## src/rtl/fb_pkg.sv

```systemverilog
// Shared types and defaults for the frame buffer write-port arbiter.
package fb_pkg;

    localparam int unsigned FB_WIDTH  = 512;
    localparam int unsigned FB_HEIGHT = 384;
    localparam int unsigned PIXEL_W   = 12;

    typedef logic [PIXEL_W-1:0] pixel_t;

    typedef enum logic [1:0] {IDLE, CLEAR, RUN} fb_state_t;

    typedef enum logic {RENDERER, HUD} requester_t;

    function automatic requester_t rr_other(input requester_t r);
        return (r == RENDERER) ? HUD : RENDERER;
    endfunction

endpackage

```

## src/rtl/rr_arbiter2.sv

```systemverilog
// Two-way round-robin arbiter; the pointer names the requester that wins a tie.
module rr_arbiter2
    import fb_pkg::*;
(
    input  logic       clk_i,
    input  logic       rst_ni,
    input  logic       en_i,
    input  logic [1:0] req_i,
    input  logic [1:0] accept_i,
    output logic [1:0] gnt_o
);

    requester_t ptr_q;

    // A grant looks only at the other requester, never at its own request.
    assign gnt_o[0] = en_i && (!req_i[1] || (ptr_q == RENDERER));
    assign gnt_o[1] = en_i && (!req_i[0] || (ptr_q == HUD));

    always_ff @(posedge clk_i or negedge rst_ni) begin
        if (!rst_ni) begin
            ptr_q <= RENDERER;
        end else if (accept_i[0]) begin
            ptr_q <= rr_other(RENDERER);
        end else if (accept_i[1]) begin
            ptr_q <= rr_other(HUD);
        end
    end

endmodule

```

## src/rtl/fb_write_arbiter.sv

```systemverilog
// Frame buffer port B owner: clear sweep, renderer/HUD round-robin, registered write.
module fb_write_arbiter
    import fb_pkg::*;
#(
    parameter int unsigned WIDTH       = FB_WIDTH,
    parameter int unsigned HEIGHT      = FB_HEIGHT,
    parameter pixel_t      CLEAR_COLOR = 12'h000,
    localparam int unsigned ADDR_W     = $clog2(WIDTH * HEIGHT)
) (
    input  logic              clk_in,
    input  logic              rst_in,
    input  logic              frame_start_in,
    input  logic              clear_en_in,
    input  logic              rend_valid_in,
    input  logic [10:0]       rend_x_in,
    input  logic [9:0]        rend_y_in,
    input  logic [11:0]       rend_pixel_in,
    output logic              rend_ready_out,
    input  logic              hud_valid_in,
    input  logic [10:0]       hud_x_in,
    input  logic [9:0]        hud_y_in,
    input  logic [11:0]       hud_pixel_in,
    output logic              hud_ready_out,
    output logic [ADDR_W-1:0] fb_addr_out,
    output logic [11:0]       fb_pixel_out,
    output logic              fb_we_out,
    output logic              busy_out,
    output logic              overrun_out,
    output logic [15:0]       drop_count_out
);

    localparam int unsigned LOG2W = $clog2(WIDTH);
    localparam logic [ADDR_W-1:0] LAST_ADDR = ADDR_W'(WIDTH * HEIGHT - 1);

    fb_state_t         state_q;
    logic [ADDR_W-1:0] clr_cnt_q;
    logic              fb_we_q;
    logic [ADDR_W-1:0] fb_addr_q;
    pixel_t            fb_pixel_q;
    logic              busy_q;
    logic              overrun_q;
    logic [15:0]       drop_q;

    logic [1:0]        gnt;
    logic [1:0]        accept;
    logic              beat_acc;
    logic [10:0]       sel_x;
    logic [9:0]        sel_y;
    pixel_t            sel_pixel;
    logic              in_range;
    logic [ADDR_W-1:0] beat_addr;

    rr_arbiter2 u_rr (
        .clk_i    (clk_in),
        .rst_ni   (rst_in),
        .en_i     (state_q == RUN),
        .req_i    ({hud_valid_in, rend_valid_in}),
        .accept_i (accept),
        .gnt_o    (gnt)
    );

    assign rend_ready_out = gnt[0];
    assign hud_ready_out  = gnt[1];
    assign accept         = {hud_valid_in, rend_valid_in} & gnt;
    assign beat_acc       = |accept;

    assign sel_x     = accept[1] ? hud_x_in     : rend_x_in;
    assign sel_y     = accept[1] ? hud_y_in     : rend_y_in;
    assign sel_pixel = accept[1] ? hud_pixel_in : rend_pixel_in;

    // Range check at full input width so an out-of-range beat never aliases into the buffer.
    assign in_range  = (32'(sel_x) < WIDTH) && (32'(sel_y) < HEIGHT);
    assign beat_addr = ADDR_W'(sel_x) + (ADDR_W'(sel_y) << LOG2W);

    always_ff @(posedge clk_in or negedge rst_in) begin
        if (!rst_in) begin
            state_q    <= IDLE;
            clr_cnt_q  <= '0;
            fb_we_q    <= 1'b0;
            fb_addr_q  <= '0;
            fb_pixel_q <= '0;
            busy_q     <= 1'b0;
            overrun_q  <= 1'b0;
            drop_q     <= '0;
        end else begin
            fb_we_q <= 1'b0;
            // Tracks the sweep writes, which appear one cycle after the CLEAR state issues them.
            busy_q  <= (state_q == CLEAR);
            unique case (state_q)
                IDLE: begin
                    if (frame_start_in) begin
                        state_q <= clear_en_in ? CLEAR : RUN;
                    end
                end
                CLEAR: begin
                    fb_we_q    <= 1'b1;
                    fb_addr_q  <= clr_cnt_q;
                    fb_pixel_q <= CLEAR_COLOR;
                    if (frame_start_in) begin
                        overrun_q <= 1'b1;
                    end
                    if (clr_cnt_q == LAST_ADDR) begin
                        clr_cnt_q <= '0;
                        state_q   <= RUN;
                    end else begin
                        clr_cnt_q <= clr_cnt_q + ADDR_W'(1);
                    end
                end
                RUN: begin
                    if (beat_acc) begin
                        if (in_range) begin
                            fb_we_q    <= 1'b1;
                            fb_addr_q  <= beat_addr;
                            fb_pixel_q <= sel_pixel;
                        end else if (drop_q != 16'hFFFF) begin
                            drop_q <= drop_q + 16'd1;
                        end
                    end
                    if (frame_start_in && clear_en_in) begin
                        state_q <= CLEAR;
                    end
                end
                default: state_q <= IDLE;
            endcase
        end
    end

    assign fb_we_out      = fb_we_q;
    assign fb_addr_out    = fb_addr_q;
    assign fb_pixel_out   = fb_pixel_q;
    assign busy_out       = busy_q;
    assign overrun_out    = overrun_q;
    assign drop_count_out = drop_q;

endmodule

```

## config.mk

```make
export PLATFORM = sky130hd
export DESIGN_NAME = fb_write_arbiter
export DESIGN_NICKNAME = d
export VERILOG_FILES = /design/src/rtl/fb_pkg.sv /design/src/rtl/rr_arbiter2.sv /design/src/rtl/fb_write_arbiter.sv
export SDC_FILE = /design/constraint.sdc
export NUM_CORES = 1
export LEC_CHECK = 0
export CORE_MARGIN = 1
export CORE_UTILIZATION = 51
export CTS_BUF_LIST = sky130_fd_sc_hd__clkbuf_2 sky130_fd_sc_hd__clkbuf_4 sky130_fd_sc_hd__clkbuf_8
export CTS_CLUSTER_SIZE = 25
export DETAILED_ROUTE_END_ITERATION = 6
export DONT_BUFFER_PORTS = 1
export GPL_TIMING_DRIVEN = 0
export PLACE_DENSITY = 0.67
export SETUP_SLACK_MARGIN = 0.3
export SLEW_MARGIN = 20
export SYNTH_ARGS = -nofsm -noshare
export SYNTH_HDL_FRONTEND = slang
export SYNTH_HIERARCHICAL = 1
export SYNTH_SLANG_ARGS = --single-unit
```

## constraint.sdc

```tcl
create_clock -name clk_in -period 10.5 [get_ports clk_in]
set_input_delay 1.575 -clock clk_in [delete_from_list [all_inputs] [get_ports clk_in]]
set_output_delay 1.575 -clock clk_in [all_outputs]
set_load 0.05 [all_outputs]
```

-- After elaboration in Yosys (flattened, before gate mapping)
Index checks and enable logic that the tools add are counted.
- add/sub/neg operators: 3
- mux-type cells: 20
- bitwise operators: 3
- reductions and logical operators: 16
- magnitude comparators: 2
- equal/unequal tests: 9
- operator list (kind ; count):
    two-way mux 18 bit ; 3
    two-way mux 12 bit ; 3
    case mux 18 bit (2 select lines) ; 1
    case mux 12 bit (2 select lines) ; 1
    adder 11 x 18 -> 18 bit ; 1
    adder 18 x 1 -> 18 bit (second input constant) ; 1
    == test 18 bit (second input constant) ; 1
    adder 16 x 1 -> 16 bit (second input constant) ; 1
    inequality test 16 bit (second input constant) ; 1
    less-than comparator 11 x 10 -> 1 bit (second input constant) ; 1
    two-way mux 11 bit ; 1
    less-than comparator 10 x 9 -> 1 bit (second input constant) ; 1
    two-way mux 10 bit ; 1
    two-way mux 2 bit ; 4
    inequality test 2 bit (second input constant) ; 4
    case mux 2 bit (3 select lines) ; 1
    AND reduction 3 bit ; 2
    logical AND 1 bit ; 4
    two-way mux 1 bit ; 4
    AND reduction 4 bit ; 1
    nonzero test 2 bit ; 2
    AND 2 bit ; 1
    == test 2 x 1 -> 1 bit (second input constant) ; 1
    == test 2 bit (second input constant) ; 1
    other kinds (8) ; 11
- register bits after elaboration: 70
- input port bits: 72
- output and inout port bits: 51

-- Depth between registers and ports, before layout
- depth after elaboration: 10
- mapped depth: 17
- depth with buffers taken out: 15

-- Cells and area by module
Netlist, hierarchy kept.
- by module, submodules not included (module ; cells an instance ; area each (µm²) ; times used):
    fb_write_arbiter ; 412 ; 3921.3 ; 1
    rr_arbiter2 ; 5 ; 51.3 ; 1

-- Worst setup path after synthesis
Ideal clock, no wire load.
- kind: input to register
- from: input rend_valid_in
- to: register fb_addr_q[15], in the netlist fb_addr_out[15]
- slack: 5569 ps
- arrival time: 4797 ps
- cell stages on the path: 15
- cell sequence: a21boi_1 > nand2_1 > inv_2 > buf_2 > buf_1 > nand2_1 > nand2_1 > ha_1 > inv_1 > fa_1 > and4b_1 > a32oi_1 > xor2_1 > mux2i_1 > a21oi_1
- cells in the longest elaborated chain, start to end: 9
- elaborated cells between the ends (all ways): 17
- those cells by class: add/sub (1); order compare (2); eq/ne (2); mux (5); bitwise (1); reduce/logical (6)
- RTL lines (element ; RTL line ; source):
    start: declaration ; fb_write_arbiter.sv:14 ; input logic rend_valid_in,
    zero test 1 bit (*) ; rr_arbiter2.sv:17 ; assign gnt_o[1] = en_i && (!req_i[0] || (ptr_q == HUD));
    logical OR 1 bit (*) ; rr_arbiter2.sv:17 ;
    logical AND 1 bit (*) ; rr_arbiter2.sv:17 ;
    AND 2 bit (*) ; fb_write_arbiter.sv:64 ; assign accept = {hud_valid_in, rend_valid_in} & gnt;
    net accept[1] ; fb_write_arbiter.sv:45 ; logic [1:0] accept;
    two-way mux 11 bit / two-way mux 10 bit (equally long branches) ; fb_write_arbiter.sv:67, fb_write_arbiter.sv:68 ;
    adder 11 x 18 -> 18 bit, or another cell as far along ; fb_write_arbiter.sv:73 ; assign beat_addr = ADDR_W'(sel_x) + (ADDR_W'(sel_y) << LOG2W);
    two-way mux 18 bit / logical AND 1 bit (equally long branches) ; fb_write_arbiter.sv:111, fb_write_arbiter.sv:72 ;
    two-way mux 18 bit / inequality test 2 bit (equally long branches) ; n/a ;
    case mux 18 bit (2 select lines) / AND reduction 3 bit (equally long branches) ; n/a ;
    end signal: assignment ; fb_write_arbiter.sv:97 ; fb_addr_q <= clr_cnt_q;
    end signal: assignment ; fb_write_arbiter.sv:113 ; fb_addr_q <= beat_addr;
    end: declaration ; fb_write_arbiter.sv:38 ; logic [ADDR_W-1:0] fb_addr_q;
The timed path passes the listed nets; every way through them passes the cells marked *. The select of a mux whose other input is x is not followed.
A chain may end at the register's enable or synchronous reset.

-- Final worst setup path
Ends and elaborated chain as after synthesis.

==> results.toml <==
[power]
p_leak_nw = 2.07
power.total_mw = 1.22
max-vdd-ir-drop_mv = 0.181
p_per_area_nw_per_um2 = 279

[setup_path]
critical_path_required_ns = 10.72
reg2reg_depth = 17
cp_max_fo = 10
r2r-end = "fb_addr_out[15]"
worst_r2r_startpoint = "state_q[0]"
endpoint_kind = "flip-flop"
path_class = "input port to flip-flop"
arrival_ns = 5.04
worstSetupStartpointType = "input port"
rrSetupSlack_ns = 5.95

[global_route]
grt_pass1_wl_um = 15800
grt_pass1_vias = 3187
globalRouteOverflowTotal = 0
grt_start_max_net_pins = 71
track_usage = 0.245
antenna_found_initial = 0

[clock_tree]
clock_latency_ns = 0.35
cts_hold_buf = 0
clock-sinks = 70
htreeDepth = 3
tritoncts = "done"
cts_root_buffer = "clkbuf_8"
cts_setup_buffers = 0
clockBufferDepth = 2
numCtsBuffers = 9
path_clk_slew_ns = 0.08
cts_resized = 0

[yosys]
synth.distinct_cells = 57
synth_area_um2 = 3970
netlist_instances = 417
synth_ff_type = "dfrtp_1"
synth_warnings = 6
synth_top_area_share = 0.441
synth_area_leaders = "dfrtp_1, mux2i_1, nand2_1, mux2_2, xor2_1"
synth_common_cells = "dfrtp_1, nand2_1, nor2_1, inv_1"
synth-seq-area-share = 0.441
async_flop_share = 1.00
synth.net_count = 497
synth_edf_count = 0
yosysMostFrequentCell = "dfrtp_1"
yosysTopAreaCell = "dfrtp_1"
syn_avg_cell_area_um2 = 9.53
ys_ff_latch = 70

[finish]
diodes = 0
n_fill_cell = 659
synthToLayoutAreaGrowth_pct = 10.2
fin_nets = 510
drive_gt1_frac = 0.122

[min_path]
hold_class = "flip-flop to flip-flop"
min_to = "clr_cnt_q[12]"
hp-start = "clr_cnt_q[12]"
whs_path_depth = 1

[floorplan]
coreArea_um2 = 7410
die_area_um2 = 8150
std_cell_rows = 31
die_x_um = 90.3
start_util = 0.536
ios = 123
die_y_um = 90.3

[route]
drtAntennaViolNets = 0
drcViolationCount = 0
viasPerCell = 5.92
wirelength_um = 9350
drt_iter0_drc = 159
wl_per_cell_um = 17.5
drtPass1Iterations = 5
vias = 3160

[sta]
tightest_slew_ns = 0.777
fin_skew_ns = 0.0100
grt_setup_unrepaired = "false"
min_period_over_period = 0.459
period_minus_slack_ns = 4.82
max_slew_margin = 0.479
max_freq_mhz = 208
finalMaxSlewViolations = 0
finalHoldViolations = 0
setup_ws_ns = 5.68
fin_setup_tns_ns = 0
setup_viol = 0

[place]
dpl.hpwl_um = 6890
io_buffers = 0
gp_congestion = 0.859
pre_cts_ws_ns = 5.38

[run_status]
status = "complete, no violations"

[run]
cap_violations = 0
## power by group
group	leakage (nW)	switching [mW]	internal, mW
clock	0.134	0.105	0.185
combinational	1.03	0.200	0.139
sequential	0.913	0.255	0.339
## state kept, by name (all words and copies together), names as in the netlist
signal	cells
busy_out	1
clr_cnt_q	18
drop_count_out	16
fb_addr_out	18
fb_pixel_out	12
fb_we_out	1
overrun_out	1
state_q	2
u_rr/ptr_q	1
## per-stage QoR
step	instance area (µm²)	hold WS, ns	utilization	cells
2_1_floorplan	3970	0.466	-	417
5_1_grt	4380	0.530	0.591	534
4_1_cts	4380	0.511	0.591	534
3_3_place_gp	4100	0.481	0.553	516
3_5_place_dp	4110	0.497	0.555	518
6_report	4380	0.514	0.591	534
## worst max-delay path: stages
cell and delay (ns):
a21boi_2 0.58, nand2_1 0.21, inv_2 0.17, buf_2 0.28, buf_1 0.49, nand2_1 0.11, nand2_1 0.09, ha_1 0.16
inv_1 0.05, fa_1 0.48, and4b_1 0.29, a32oi_1 0.07, xor2_1 0.22, mux2i_1 0.16, a21oi_1 0.08
## layer usage
metal	global-route usage	share of wire
met1	0.310	0.43
met2	0.386	0.47
met3	0.0918	0.079
met4	0.0874	0.019
met5	0	0
## cell families after synthesis
family	synth area share
xor gates and xnor gates	0.0728
AOI/OAI and AO/OA	0.119
muxes	0.0932
buffers and inverters	0.0466
and+or+nand+nor	0.200
DFF	0.441
adders and majority gates	0.0271
## cell type report
class	instances	area, µm²	area share
inverter	24	90.1	0.0206
multi-input combinational	304	2040	0.466
buffer	19	95.1	0.0217
clock inverter	6	134	0.0306
timing repair buffer	2	11.3	0.00257
tap	99	124	0.0283
clock buffer	10	131	0.0300
sequential	70	1750	0.400
## placed cells by master, fill, tap and decap left out, types with 3 or more instances in the layout
cell type	Yosys	routed
nor3_1	6	6
xor2_1	18	18
xnor2_1	15	15
buf_1	2	3
a31oi_1	6	6
nand4_1	12	12
nor2_1	32	32
o21ai_0	20	20
nand3b_1	3	3
buf_4	2	3
nand2_1	50	50
o211ai_1	9	9
nor3b_1	4	4
dfrtp_1	70	70
inv_1	22	22
nor4_1	8	8
clkbuf_1	7	7
buf_2	6	6
a21oi_1	10	10
and4_1	3	3
a21o_1	3	3
nand3_1	20	20
ha_1	7	7
bufinv_16	0	4
mux2i_1	19	19
a21boi_0	4	3
and3_1	8	8
mux2_2	15	15
clkbuf_8	0	9
## worst max path at each step
| stage | from | endpoint | slack [ns] |
|---|---|---|---|
| after floorplan | rend_valid_in | fb_addr_out[15] | 5.57 |
| final | rend_valid_in | fb_addr_out[15] | 5.68 |
| after global placement | rend_valid_in | fb_addr_out[15] | 4.96 |
| after detailed placement | rend_valid_in | fb_addr_out[15] | 5.38 |
| after CTS | rend_valid_in | fb_addr_out[15] | 5.73 |
| after global routing | rend_valid_in | fb_addr_out[15] | 5.43 |
Note: power is estimated with default switching activity, not from simulation.
